===== config.mk =====
export PLATFORM = sky130hd
export DESIGN_NAME = div_16
export DESIGN_NICKNAME = d
export VERILOG_FILES = /design/src/rtl/div_16.sv
export SDC_FILE = /design/constraint.sdc
export NUM_CORES = 1
export LEC_CHECK = 0
export ABC_AREA = 1
export CAP_MARGIN = 0
export CORE_ASPECT_RATIO = 0.9
export CORE_UTILIZATION = 55
export CTS_BUF_LIST = sky130_fd_sc_hd__clkbuf_16
export DETAILED_ROUTE_END_ITERATION = 10
export PLACE_DENSITY = 0.8
export SLEW_MARGIN = 20
export SYNTH_ARGS = -nofsm -noshare
export SYNTH_HDL_FRONTEND = slang
export SYNTH_SLANG_ARGS = --single-unit

===== constraint.sdc =====
create_clock -name sys_clk -period 3.1 [get_ports sys_clk]
set_input_delay 0.31 -clock sys_clk [delete_from_list [all_inputs] [get_ports sys_clk]]
set_output_delay 0.31 -clock sys_clk [all_outputs]
set_load 0.01 [all_outputs]

===== src/rtl/div_16.sv =====
// div_16: iterative radix-2 restoring divider, 16-bit operands.
// One quotient bit per BUSY cycle; 16 BUSY cycles per division.
// Division by zero short-circuits straight from IDLE to DONE.
// Optional feature macro: DIV_SIGNED_EN. When defined, operands are two's
// complement and the result truncates toward zero. When undefined, the
// block is unsigned only.
//
// Handshake: a transfer happens on a rising edge where valid && ready.
// in_ready is high only in IDLE (and never while sys_rst_n is low);
// out_valid is high only in DONE, and the result is held stable until
// out_valid && out_ready, on which edge the block returns to IDLE.
module div_16 #(
    parameter int WIDTH = 16
) (
    input  logic             sys_clk,
    input  logic             sys_rst_n,
    input  logic             in_valid,
    output logic             in_ready,
    input  logic [WIDTH-1:0] dividend,
    input  logic [WIDTH-1:0] divisor,
    output logic             out_valid,
    input  logic             out_ready,
    output logic [WIDTH-1:0] quotient,
    output logic [WIDTH-1:0] remainder,
    output logic             div_zero,
    output logic [1:0]       dbg_state
);

    typedef enum logic [1:0] {
        IDLE = 2'd0,
        BUSY = 2'd1,
        DONE = 2'd2
    } state_t;

    state_t state_q;
    state_t state_d;

    logic [WIDTH-1:0] rem_q;      // partial remainder, always < divisor
    logic [WIDTH-1:0] dvd_q;      // dividend shifting out, quotient shifting in
    logic [WIDTH-1:0] dsr_q;      // registered divisor (magnitude)
    logic [3:0]       cnt_q;      // iteration counter, wraps 15 -> 0

    logic [WIDTH:0]   shifted;    // 17-bit trial value {rem, dvd msb}
    logic [WIDTH:0]   diff;
    logic             take;
    logic [WIDTH-1:0] rem_next;
    logic [WIDTH-1:0] dvd_next;
    logic [WIDTH-1:0] dividend_mag;
    logic [WIDTH-1:0] divisor_mag;
    logic [WIDTH-1:0] quot_fix;
    logic [WIDTH-1:0] rem_fix;
    logic             accept;
    logic             last_iter;

    assign in_ready  = (state_q == IDLE) && sys_rst_n;
    assign out_valid = (state_q == DONE);
    assign dbg_state = state_q;
    assign accept    = in_valid && in_ready;
    assign last_iter = (state_q == BUSY) && (cnt_q == 4'd15);

    // One restoring step: shift, trial-subtract, keep if non-negative.
    always_comb begin
        shifted  = {rem_q, dvd_q[WIDTH-1]};
        diff     = shifted - {1'b0, dsr_q};
        take     = ~diff[WIDTH];
        rem_next = take ? diff[WIDTH-1:0] : shifted[WIDTH-1:0];
        dvd_next = {dvd_q[WIDTH-2:0], take};
    end

`ifdef DIV_SIGNED_EN
    logic quot_neg_q;   // operand signs differ
    logic rem_neg_q;    // remainder follows the dividend's sign

    // Divide magnitudes; restore signs on the final iteration.
    always_comb begin
        dividend_mag = dividend[WIDTH-1] ? (~dividend + 1'b1) : dividend;
        divisor_mag  = divisor[WIDTH-1]  ? (~divisor + 1'b1)  : divisor;
        quot_fix     = quot_neg_q ? (~dvd_next + 1'b1) : dvd_next;
        rem_fix      = rem_neg_q  ? (~rem_next + 1'b1) : rem_next;
    end

    // Capture operand signs at accept.
    always_ff @(posedge sys_clk or negedge sys_rst_n) begin
        if (!sys_rst_n) begin
            quot_neg_q <= 1'b0;
            rem_neg_q  <= 1'b0;
        end else if (accept) begin
            quot_neg_q <= dividend[WIDTH-1] ^ divisor[WIDTH-1];
            rem_neg_q  <= dividend[WIDTH-1];
        end
    end
`else
    // Unsigned: operands and results pass straight through.
    always_comb begin
        dividend_mag = dividend;
        divisor_mag  = divisor;
        quot_fix     = dvd_next;
        rem_fix      = rem_next;
    end
`endif

    // FSM state register.
    always_ff @(posedge sys_clk or negedge sys_rst_n) begin
        if (!sys_rst_n) begin
            state_q <= IDLE;
        end else begin
            state_q <= state_d;
        end
    end

    // FSM next-state logic.
    always_comb begin
        state_d = state_q;
        case (state_q)
            IDLE: begin
                if (accept) begin
                    state_d = (divisor == '0) ? DONE : BUSY;
                end
            end
            BUSY: begin
                if (cnt_q == 4'd15) begin
                    state_d = DONE;
                end
            end
            DONE: begin
                if (out_ready) begin
                    state_d = IDLE;
                end
            end
            default: state_d = IDLE;
        endcase
    end

    // Datapath: load on accept, iterate in BUSY, publish result on entry to DONE.
    always_ff @(posedge sys_clk or negedge sys_rst_n) begin
        if (!sys_rst_n) begin
            rem_q     <= '0;
            dvd_q     <= '0;
            dsr_q     <= '0;
            cnt_q     <= 4'd0;
            quotient  <= '0;
            remainder <= '0;
            div_zero  <= 1'b0;
        end else if (accept) begin
            rem_q <= '0;
            dvd_q <= dividend_mag;
            dsr_q <= divisor_mag;
            cnt_q <= 4'd0;
            if (divisor == '0) begin
                quotient  <= '1;
                remainder <= dividend;
                div_zero  <= 1'b1;
            end
        end else if (state_q == BUSY) begin
            rem_q <= rem_next;
            dvd_q <= dvd_next;
            cnt_q <= cnt_q + 4'd1;
            if (last_iter) begin
                quotient  <= quot_fix;
                remainder <= rem_fix;
                div_zero  <= 1'b0;
            end
        end
    end

endmodule


==> impl_results.md <==
* Result of the run: finished, final reports clean
* Register bit total from synthesis at 87
* Power per standard cell area at 1194 nW/um^2
* Global-route wire length before repair at 21,900 um
* Launch point of the worst reg-to-reg path: dvd_q[15]$_DFFE_PN0P_
* Total via count after detailed routing at 4,829
* Path class of the lowest-slack min-delay path: in2async
* Count of warnings emitted by yosys at 0
* Cell family contributing the most delay on the critical path: simple AND/OR/NAND/NOR gates
* Pin count of the biggest net entering global routing at 83
* Buffers plus inverters on the worst setup path at 3
* Final Routed Wirelength at 13,510 um
* Post-route setup slack at 0.6929 ns
* Number of distinct library cells after synthesis at 36
* Fraction of post-synthesis cell area in the top cell type by area at 41.42%
* Maximum VDD drop at 0.0006370 V
* Instance count of the mapped netlist at 697
* Antenna Diode Count at 0
* CTS buffer count at 9
* Share of the clock period used by the worst path at 77.65%
* Nets@finish at 815
* Achievable Freq at 0.4154 GHz
* Area growth, synth to finish at 19.69%
* Syn Std Cell Area at 5256 um^2
* Number of nets with antenna violations after routing at 0
* Clock Latency Late Sink at 0.34 ns
* Worst-Margin Slew at 0.7368 ns
* Effective utilization at floorplan at 57.09%
* Setup tns final at 0 ns
* CP cell instances: inv_1 -> ha_1 -> fa_1 -> inv_1 -> nand2_1 -> nand2_1 -> nand3_1 -> nand2_2 -> nand2_2 -> nand2_2 -> nand2_2 -> nand2_4 -> nand3_1 -> nand3_1 -> nand2_1 -> inv_1
* Startpoint of the worst setup timing path: dvd_q[15]$_DFFE_PN0P_
* Net count of the mapped netlist at 751
* LEAKAGE at 3.284 nW
* Fraction of registers with async set or reset after synthesis at 100.0%
* Critical Path Slowest Stage Cell: sky130_fd_sc_hd__fa_1
* Clock Sink Count at 87
* Max-cap violation count at 0
* Crit start category: flop
* Yosys top cell by area: sky130_fd_sc_hd__dfrtp_1
* CTS Hold Buffers Added at 1
* Final-report hold violation count at 0
* GP Congestion at 0.9948
* Overflow left after global routing at 0
* Total setup violations reported at the end of the flow at 0
* IO Port Bufs at 72
* Setup Fix Bufs, Post-CTS at 0
* Final instance area at 6291 um^2
* Worst-case clock buffer depth at 2
* Number of DRC markers in iteration 0 at 341
* Max Slew Vio Count at 0
* Vertical die dimension at 94.74 um
* Total Routing Usage GR at 28.61%
* Die width at 105.0 um
* Number of primary I/O pins at 73
* Dpl hpwl at 9814 um
* Arrival @ worst endpoint at 2.69 ns
* Std-Cell Rows at 33
* Max-slew headroom at the worst pin at 50.88%
* Clock tree from TritonCTS: built
* Required time at the endpoint of the critical path at 3.38 ns
* Maximum clock skew at final layout at 0.007659 ns
* Worst stage delay on the critical path at 0.41 ns
* Start-to-end type of the worst setup path: reg2reg
* Initial antenna violation count at 0
* Post-Syn Area per Cell at 7.541 um^2
* Sequential element share of the synthesized area at 41.42%
* Number of search-and-repair iterations in the first detailed-routing pass at 5
* Critical path endpoint category: flop
* Placeable Area at 9208 um^2
* Clock input transition at the sequential cells of the worst setup and hold paths at 0.06 ns
* Remaining design rule violation count at 0
* Total placed instance area at 6005 um^2
* Routed wire length per instance at 15.23 um
* Share of post-route cells with drive strength above 1 at 9.935%
* Number of vias per cell at 5.444
* Top area cells in the synthesized netlist: sky130_fd_sc_hd__dfrtp_1 41%, sky130_fd_sc_hd__nand2_1 15%, sky130_fd_sc_hd__inv_1 8.5%
* Minimum clock period after layout at 2.407 ns
* Vias in the first global route at 4,504
* Number of enable flip-flop cells after synthesis at 0
* Die area at 9952 um^2
* Library cell used as clock root buffer: sky130_fd_sc_hd__clkbuf_16
* Most used cell, CP: sky130_fd_sc_hd__nand2_2
* Clock H-tree levels at 3
* Commonest cells in the netlist: 212 x sky130_fd_sc_hd__nand2_1, 119 x sky130_fd_sc_hd__inv_1, 87 x sky130_fd_sc_hd__dfrtp_1, 49 x sky130_fd_sc_hd__nand3_1, 32 x sky130_fd_sc_hd__nor2_1
* Worst setup slack before clock tree synthesis at 0.6935 ns
* Count of instances resized after the clock tree is built at 0
* Most common cell in the synthesized netlist: sky130_fd_sc_hd__nand2_1
* Largest fanout on the critical path at 17
* Top FF cell, synth: sky130_fd_sc_hd__dfrtp_1
* RSZ-0062 raised after global routing: false
==> power by group <==
part | total, mW | internal [mW] | switching (mW)
clock | 1.01 | 0.543 | 0.470
sequential | 2.00 | 1.66 | 0.344
combinational | 4.49 | 1.72 | 2.77
==> routing by layer <==
| metal | global-route usage, % | part of all wire, % | vias up | wire length, um |
|---|---|---|---|---|
| met5 | 0 | 0 | - | 0 |
| met4 | 12.44 | 2.9 | 0 | 396 |
| met3 | 4.555 | 5.8 | 39 | 786 |
| met2 | 47.02 | 46 | 193 | 6270 |
| met1 | 37.87 | 45 | 2255 | 6059 |
| li1 | - | - | 2342 | - |
==> cells by family after synthesis <==
family	share of synthesized area, %
adders and majority gates	4.427
AOI/OAI and AO/OA	9.379
DFF	41.42
xor gates and xnor gates	1.333
buffers and inverters	11.95
and+or+nand+nor	31.49
==> layout make-up <==
class / count / area, um^2
Fill cell: 768 / 2917
Multi-Input combinational cell: 461 / 2454
Sequential cell: 87 / 2177
Clock buffer: 9 / 225.2
Timing Repair Buffer: 78 / 769.5
Tap cell: 122 / 152.6
Inverter: 124 / 465.4
Clock inverter: 6 / 47.55
==> through the flow <==
stage                     instances  power (mW)  util [%]  hold slack (ns)
after detailed placement        871       6.409     65.21           0.1387
after CTS                       887       7.473     68.28           0.3361
final                           887       7.508     68.32           0.3378
after global routing            887       8.124     68.32           0.3459
after floorplan                 697       5.181         -          0.01441
after global placement          871       6.285     65.21           0.1362
==> layout by cell type (no fill, tap or decap), types with 15 or more instances in the layout <==
cell / count
sky130_fd_sc_hd__a21oi_1: 24
sky130_fd_sc_hd__a31oi_1: 16
sky130_fd_sc_hd__clkdlybuf4s50_1: 71
sky130_fd_sc_hd__dfrtp_1: 87
sky130_fd_sc_hd__ha_1: 17
sky130_fd_sc_hd__inv_1: 119
sky130_fd_sc_hd__nand2_1: 211
sky130_fd_sc_hd__nand3_1: 49
sky130_fd_sc_hd__nand3_2: 18
sky130_fd_sc_hd__nor2_1: 32
sky130_fd_sc_hd__o21ai_0: 18
sky130_fd_sc_hd__o221ai_1: 15
sky130_fd_sc_hd__or2_2: 16
==> flip-flops by register name, summed over array words and instances, names as in the netlist <==
| name | flops |
|---|---|
| dbg_state | 2 |
| remainder | 16 |
| dsr_q | 16 |
| cnt_q | 4 |
| quotient | 16 |
| div_zero | 1 |
| dvd_q | 16 |
| rem_q | 16 |
==> final timing paths <==
check                                       endpoint  slack (ns)  depth (start not counted)
min in group sys_clk           dsr_q[10]$_DFFE_PN0P_        0.48                          2
setup / recovery            remainder[8]$_DFFE_PN0P_        0.69                         16
setup reg to reg            remainder[8]$_DFFE_PN0P_        0.69                         16
max in group asynchronous  remainder[15]$_DFFE_PN0P_        1.82                          3
hold / removal              remainder[9]$_DFFE_PN0P_        0.34                          2
hold reg to reg                dsr_q[10]$_DFFE_PN0P_        0.48                          2
(Power assumes the default switching activity.)
